`src/rtl/multdiv_ctrl.sv`:
```
// Multiply/divide sequencer: launches the multi-cycle unit from DX, stalls
// the pipe, and returns a single writeback (result or $rstatus code).
module multdiv_ctrl #(
  parameter int unsigned TIMEOUT      = 40,
  parameter int unsigned TIMEOUT_CODE = 6
) (
  input  logic        clock,
  input  logic        reset,
  input  logic [31:0] dx_insn,
  input  logic [31:0] dx_opA,
  input  logic [31:0] dx_opB,
  input  logic        flush,
  input  logic [31:0] md_result,
  input  logic        md_exception,
  input  logic        md_resultRDY,
  output logic        ctrl_MULT,
  output logic        ctrl_DIV,
  output logic [31:0] md_operandA,
  output logic [31:0] md_operandB,
  output logic        stall,
  output logic        wb_valid,
  output logic [4:0]  wb_reg,
  output logic [31:0] wb_data
);

  typedef enum logic [1:0] {
    IDLE,
    START,
    BUSY,
    DONE
  } state_e;

  localparam logic [4:0] RSTATUS = 5'd30;
  localparam logic [7:0] CNT_MAX = 8'(TIMEOUT - 1);

  state_e      state_q;
  logic [7:0]  cnt_q;
  logic [31:0] opa_q;
  logic [31:0] opb_q;
  logic [31:0] res_q;
  logic [4:0]  rd_q;
  logic        div_q;
  logic        exc_q;
  logic        tmo_q;

  logic        is_md;
  logic        insn_div;
  logic        launch;
  logic        unused_insn;

  // mul = 00110, div = 00111: both share [6:3]
  assign is_md    = (dx_insn[31:27] == 5'd0) &&
                    (dx_insn[6:3] == 4'b0011);
  assign insn_div = dx_insn[2];
  assign launch   = (state_q == IDLE) && is_md && !flush;

  assign unused_insn = ^{dx_insn[21:7], dx_insn[1:0]};

  always_ff @(posedge clock or posedge reset) begin
    if (reset) begin
      state_q <= IDLE;
      cnt_q   <= '0;
      opa_q   <= '0;
      opb_q   <= '0;
      res_q   <= '0;
      rd_q    <= '0;
      div_q   <= 1'b0;
      exc_q   <= 1'b0;
      tmo_q   <= 1'b0;
    end else begin
      unique case (state_q)
        IDLE: begin
          if (launch) begin
            opa_q   <= dx_opA;
            opb_q   <= dx_opB;
            rd_q    <= dx_insn[26:22];
            div_q   <= insn_div;
            state_q <= START;
          end
        end
        START: begin
          cnt_q <= '0;
          exc_q <= 1'b0;
          tmo_q <= 1'b0;
          res_q <= '0;
          if (flush) begin
            state_q <= IDLE;
          end else begin
            state_q <= BUSY;
          end
        end
        BUSY: begin
          if (flush) begin
            state_q <= IDLE;
          end else if (md_resultRDY) begin
            res_q   <= md_result;
            exc_q   <= md_exception;
            state_q <= DONE;
          end else if (cnt_q == CNT_MAX) begin
            tmo_q   <= 1'b1;
            state_q <= DONE;
          end else begin
            cnt_q <= cnt_q + 8'd1;
          end
        end
        DONE: begin
          state_q <= IDLE;
        end
        default: state_q <= IDLE;
      endcase
    end
  end

  // Start pulses and writeback decode straight from registered state
  always_comb begin
    wb_valid = 1'b0;
    wb_reg   = '0;
    wb_data  = '0;
    if (state_q == DONE) begin
      if (tmo_q) begin
        wb_reg  = RSTATUS;
        wb_data = 32'(TIMEOUT_CODE);
      end else if (exc_q) begin
        wb_reg  = RSTATUS;
        wb_data = div_q ? 32'd5 : 32'd4;
      end else begin
        wb_reg  = rd_q;
        wb_data = res_q;
      end
      wb_valid = (wb_reg != 5'd0);
    end
  end

  assign ctrl_MULT   = (state_q == START) && !div_q;
  assign ctrl_DIV    = (state_q == START) && div_q;
  assign md_operandA = opa_q;
  assign md_operandB = opb_q;
  assign stall       = !reset && (launch ||
                                  (state_q == START) ||
                                  (state_q == BUSY));

endmodule

```
`config.mk`:
```
export PLATFORM = sky130hd
export DESIGN_NAME = multdiv_ctrl
export DESIGN_NICKNAME = d
export VERILOG_FILES = /design/src/rtl/multdiv_ctrl.sv
export SDC_FILE = /design/constraint.sdc
export NUM_CORES = 1
export LEC_CHECK = 0
export BUFFER_PORTS_ARGS = -buffer_cell sky130_fd_sc_hd__buf_2
export CAP_MARGIN = 20
export CELL_PAD_IN_SITES_DETAIL_PLACEMENT = 1
export CELL_PAD_IN_SITES_GLOBAL_PLACEMENT = 2
export CORE_MARGIN = 10
export CORE_UTILIZATION = 29
export CTS_CLUSTER_DIAMETER = 150
export DETAILED_ROUTE_END_ITERATION = 12
export PLACE_DENSITY = 0.91
export SLEW_MARGIN = 20
export SYNTH_ARGS = -nofsm -noshare
export SYNTH_HDL_FRONTEND = slang
export SYNTH_SLANG_ARGS = --single-unit
```
`constraint.sdc`:
```
create_clock -name clock -period 4.5 [get_ports clock]
set_clock_uncertainty 0.15 [all_clocks]
set_input_delay 0.675 -clock clock [delete_from_list [all_inputs] [get_ports clock]]
set_output_delay 0.675 -clock clock [all_outputs]
set_load 0.1 [all_outputs]
```
# Word level (Yosys, flattened, before mapping)
# Cells that the tools add are included.
# W data, S select, Z words.
# classes
eq_ne,12
reduce_logical,20
mux,29
add_sub_neg,1
# ops
cell,n
$mux W32,5
$pmux W32 S2,1
$mux W8,3
$mux W5,4
$pmux W8 S2,1
$ne A2 B2 Y1 const B,6
$mux W2,5
$add A8 B1 Y8 const B,1
$eq A8 B6 Y1 const B,1
$pmux W2 S4,1
$reduce_and A4 Y1,2
$mux W1,7
$logic_and A1 B1 Y1,6
$logic_not A5 Y1,1
$reduce_bool A5 Y1,1
$eq A2 B2 Y1 const B,2
$eq A4 B2 Y1 const B,1
$ne A4 B4 Y1 const B,1
$pmux W1 S2,2
$reduce_and A2 Y1,2
$logic_not A1 Y1,3
$reduce_and A3 Y1,1
$eq A2 B1 Y1 const B,1
$logic_not A2 Y1,1
2 further kinds,3
# word_totals
word_cells,71
inputBits,133
reg_bits,114

# Longest topological paths before layout
# logic_depth
word_depth,7
mapped_depth,7

# Worst setup path after synthesis
# OpenSTA, ideal clock, no wires.
# synth_timing
kind,input -> output
from,in dx_insn[28]
to,out stall
path_buffers,1
stages,4
t_required_ns,3.675
t_arrival_ns,2.982
slack_ns,0.693
path_cell_list,nor4_1 > nand3_4 > buf_6 > a21oi_1
# synth_via
elab_chain_len,7
# synth_rtl
element,line_no,source
"start, declared",9,"input logic [31:0] dx_insn,"
$logic_not A5 Y1,52,assign is_md = (dx_insn[31:27] == 5'd0) &&
$logic_and A1 B1 Y1,52,
$logic_and A1 B1 Y1 (2 in series),55,assign launch = (state_q == IDLE) && is_md && !flush;
$logic_or A1 B1 Y1,138,assign stall = !reset && (launch ||
$logic_or A1 B1 Y1,139,(state_q == START) ||
$logic_and A1 B1 Y1,138,
"end, declared",20,"output logic stall,"
# Every way passes these cells.

# Worst setup path in the final report
# layout_timing
from,reg state_q[0]
to,out wb_data[10]
# layout_via
elab_chain_len,2
# layout_rtl
element,line_no,source
"start, declared",36,state_e state_q;
"start signal, assigned",61,state_q <= IDLE;
"start signal, assigned",78,state_q <= START;
"start signal, assigned",87,state_q <= IDLE;
$eq A2 B2 Y1,119,if (state_q == DONE) begin
$mux W32,119,
"end, declared",23,output logic [31:0] wb_data
# Every way passes these cells.

==> results by stage <==
Setup path:
- Data on the critical path arrives at its endpoint at 2890 ps.
- On the critical path, the stage with the largest delay is an instance of sky130_fd_sc_hd__nor2_1.
- The source of the worst register-to-register timing path is state_q[0]$_DFFE_PP0P_.
- Traced cell by cell, the critical path runs through nand2_1 > nor2_1 > buf_4 > and2_1 > buf_2.
- Along the worst path, the maximum fanout reaches 19.
- Broken down by cell family, the worst path's largest delay share belongs to simple AND/OR/NAND/NOR gates.
- The type of element capturing the critical path is an output pin.
- In this run the number of cells on the critical path is 5.
- The worst setup path is launched from a register.
- The critical path class is reg -> out.
- The beginning of the critical path is state_q[0]$_DFFE_PP0P_.
- The depth of the worst register-to-register path is 4.
- The data required time at the worst endpoint is 3670 ps.
- The peak per-stage delay on the critical path is 620 ps.
- The critical path buffer and inverter count is 2.

Placement:
- The total instance count after detailed placement is 835.
- The weighted congestion at the end of routability-driven global placement is 0.786.
- During placement, the flow inserted port buffers numbering 220.
- The sum of net half-perimeters after detailed placement is 12.0 mm.

GRT:
- The pin count of the biggest net entering global routing is 81.
- The met2 track demand over resource is 0.217.
- The via count of the first global-routing pass came to 4453.
- For met3 alone, demand over resource in global routing was 0.0620.
- The highest-utilization routing layer at the global route stage is met2.
- The overall fraction of global-route tracks in use is 0.133.
- The overflow left after global routing is 0.
- The first-pass GRT wire length is 24.8 mm.
- The initial antenna violation count is 1.
- In the global route stage, met1 resource usage came out at 0.149.

Timing:
- Based on the critical path, the design can be clocked at up to 0.269 GHz.
- Setup repair after global routing left no endpoint under its margin.
- The relative slew slack is 0.262.
- The number of hold-slack violations in the final timing report is 0.
- Summed over all failing endpoints, the final setup total negative slack is 0 ps.
- For the finished layout, the period the worst path requires is 3710 ps.
- Setup violations remaining at the end of the flow were counted as 0.
- The max-slew violation count is 0.
- The transition at the pin with the smallest max-transition slack is 1110 ps.
- The fraction of the cycle the final worst path needs is 0.825.

Hold path:
- The worst hold path belongs to the class in -> async.

Floorplanning:
- The height of the die is 153 um.
- Row generation in the floorplan step produced 48 rows.
- The initial utilization of the core area, before any placement, comes to 0.296.
- The I/O pin count is 238.
- The width of the chip is 153 um.
- The region available for standard cell placement spans 17300 um^2.
- The die outline area is 23400 um^2.

Synth:
- The count of warnings emitted by yosys is 0.
- The sequential element share of the synthesized area is 0.557.
- The gate count of the mapped netlist is 410.
- The distinct cell type count of the synthesized netlist is 34.
- The post-synth net total is 544.
- The count of state elements after synthesis is 114.
- The area of the mapped netlist is 5120 um^2.
- Averaged over all synthesized cells, the footprint is 12.5 um^2.

Job:
- Across the run, the number of max-cap violations was 0.

Route:
- The count of antenna-violating nets left after detailed routing is 0.
- Before antenna repair, the detailed router went through 4 iterations.
- The number of vias per cell is 4.43.
- The mean routed wirelength per cell is 18.3 um.
- The wire length after detailed routing is 15.8 mm.
- In the routed design, unresolved DRC markers number 0.
- Detailed routing inserted a total of 3842 vias.
- The DRC violation total after the first TritonRoute iteration is 121.

Run status:
- The flow ran to the end, and the final reports show no timing, DRC or antenna violations.

Clock network:
- The number of buffers between clock root and the deepest sink is 2.
- The clock input transition at the sequential cells of the worst setup and hold paths is 60 ps.
- The number of gates given a new drive strength after cts is 0.
- The number of buffers added by the clock tree synthesis step is 17.
- The worst-skew pair later-pin latency is 410 ps.
- TritonCTS built the clock tree.
- The H-tree generated during clock tree synthesis spans 4 levels.
- The number of buffers inserted for hold repair after clock tree synthesis is 0.
- Clock tree synthesis selected as its root buffer the cell sky130_fd_sc_hd__clkbuf_16.
- The number of sinks handled by clock tree synthesis is 114.
- The number of setup buffers added after CTS is 0.

Cells and area:
- The final net count is 763.
- The number of non-filler instances in the completed layout is 867.
- The layout overhead on the synthesized area is 36.9%.
- In the final layout, the share of cells above drive strength 1 is 0.522.
- The library cell used most frequently in the layout, excluding fill and tap cells, is sky130_fd_sc_hd__buf_2.
- The layout has 1947 filler cells.
- In the layout the commonest cells are 220 x sky130_fd_sc_hd__buf_2, 114 x sky130_fd_sc_hd__dfrtp_1, 73 x sky130_fd_sc_hd__nand2_1, 68 x sky130_fd_sc_hd__mux2_4, 35 x sky130_fd_sc_hd__and2_1.
- 0 antenna diodes ended up in the layout.

Pwr:
- Power spread over the standard cell area amounts to 431 nW/um^2.
- Summed over all cells, the static leakage comes to 4.00 nW.
- VDD sags by at most 235 uV.
-- flip-flops by register name (all words and copies together) (netlist names) --
register,flops
state_q,2
res_q,32
cnt_q,8
md_operandB,32
md_operandA,32
rd_q,5
div_q,1
tmo_q,1
exc_q,1
-- worst register-to-register path, delay by kind of cell (launching register included) --
kind,cells,cell delay [ps]
simple gates,2,700
mux,1,530
flops,1,520
buf+inv,1,510
-- path summary, 6_finish.rpt --
path | endpoint | slack (ps)
worst max-delay path | wb_data[10] | 790
worst min-delay path | md_operandA[25]$_DFFE_PP0P_ | 240
worst max register to register | md_operandA[7]$_DFFE_PP0P_ | 1970
worst min register to register | cnt_q[6]$_DFFE_PP0P_ | 350
max in group asynchronous | md_operandB[31]$_DFFE_PP0P_ | 2970
min in group clock | res_q[22]$_DFFE_PP0P_ | 330
-- cells in the mapped netlist --
master	instances	area, um^2
sky130_fd_sc_hd__a21o_1	1	7.51
sky130_fd_sc_hd__nor2b_1	1	6.26
sky130_fd_sc_hd__ha_1	1	12.5
sky130_fd_sc_hd__nand4_1	2	12.5
sky130_fd_sc_hd__and4bb_2	2	25.0
sky130_fd_sc_hd__nand3_4	1	17.5
sky130_fd_sc_hd__a21oi_1	4	20.0
sky130_fd_sc_hd__nand2b_1	2	12.5
sky130_fd_sc_hd__buf_2	6	30.0
sky130_fd_sc_hd__xor2_1	2	17.5
sky130_fd_sc_hd__nor4b_4	1	23.8
sky130_fd_sc_hd__xnor2_1	1	8.76
sky130_fd_sc_hd__nor4_4	1	21.3
sky130_fd_sc_hd__inv_1	2	7.51
sky130_fd_sc_hd__clkbuf_1	11	41.3
sky130_fd_sc_hd__nand2_1	73	274
sky130_fd_sc_hd__a31oi_1	2	12.5
sky130_fd_sc_hd__o31ai_1	1	7.51
sky130_fd_sc_hd__nor3_1	2	10.0
sky130_fd_sc_hd__nor4_1	2	12.5
sky130_fd_sc_hd__mux2_2	2	22.5
sky130_fd_sc_hd__mux2i_1	3	30.0
sky130_fd_sc_hd__nor2_1	18	67.6
sky130_fd_sc_hd__o21ai_0	34	170
sky130_fd_sc_hd__or2_2	1	6.26
sky130_fd_sc_hd__a41o_1	1	10.0
sky130_fd_sc_hd__a211oi_1	1	7.51
sky130_fd_sc_hd__dfrtp_1	114	2850
sky130_fd_sc_hd__and4_1	1	8.76
sky130_fd_sc_hd__mux2_4	68	1020
sky130_fd_sc_hd__and2_1	35	219
sky130_fd_sc_hd__and3_1	1	6.26
sky130_fd_sc_hd__buf_6	8	90.1
sky130_fd_sc_hd__nand3_1	5	25.0
-- report_power, final --
group	internal, mW	switching [mW]
clock network	0.888	0.526
logic	0.129	0.241
registers	1.16	0.0788
total	2.17	0.845
-- stage by stage --
step	utilization	hold slack (ps)	worst slack, ps	area [um^2]	power, mW
2_1_floorplan	-	319	659	5120	1.49
3_3_place_gp	0.369	335	1280	6380	1.60
3_5_place_dp	0.369	338	1140	6380	1.63
4_1_cts	0.405	310	706	7000	3.06
5_1_grt	0.405	318	534	7010	3.18
6_report	0.405	243	787	7010	3.02
-- area by class of cell --
type | count | area (um^2) | share of cell area
Timing Repair Buffer | 225 | 1140 | 0.163
Clock buffer | 17 | 425 | 0.0607
Sequential cell | 114 | 2850 | 0.407
Inverter | 2 | 12.5 | 0.00179
Multi-Input combinational cell | 269 | 2100 | 0.300
Tap cell | 225 | 282 | 0.0402
Clock inverter | 15 | 194 | 0.0277
-- logic make-up (layout without fill, tap and decap cells) --
| family | Yosys count | after routing | synth area share |
|---|---|---|---|
| xor gates and xnor gates | 3 | 3 | 0.00514 |
| and+or+nand+nor | 148 | 148 | 0.146 |
| DFF | 114 | 114 | 0.557 |
| adders and majority gates | 1 | 1 | 0.00244 |
| buffers and inverters | 27 | 259 | 0.0330 |
| AOI/OAI and AO/OA | 44 | 44 | 0.0460 |
| muxes | 73 | 73 | 0.210 |
-- per-layer routing --
layer	share of wire	wire (um)	vias up
li1	-	-	1812
met1	0.42	6630	1848
met2	0.48	7560	164
met3	0.086	1370	18
met4	0.019	294	0
met5	0	0	-
No activity file was read; power rests on OpenSTA's default activity.
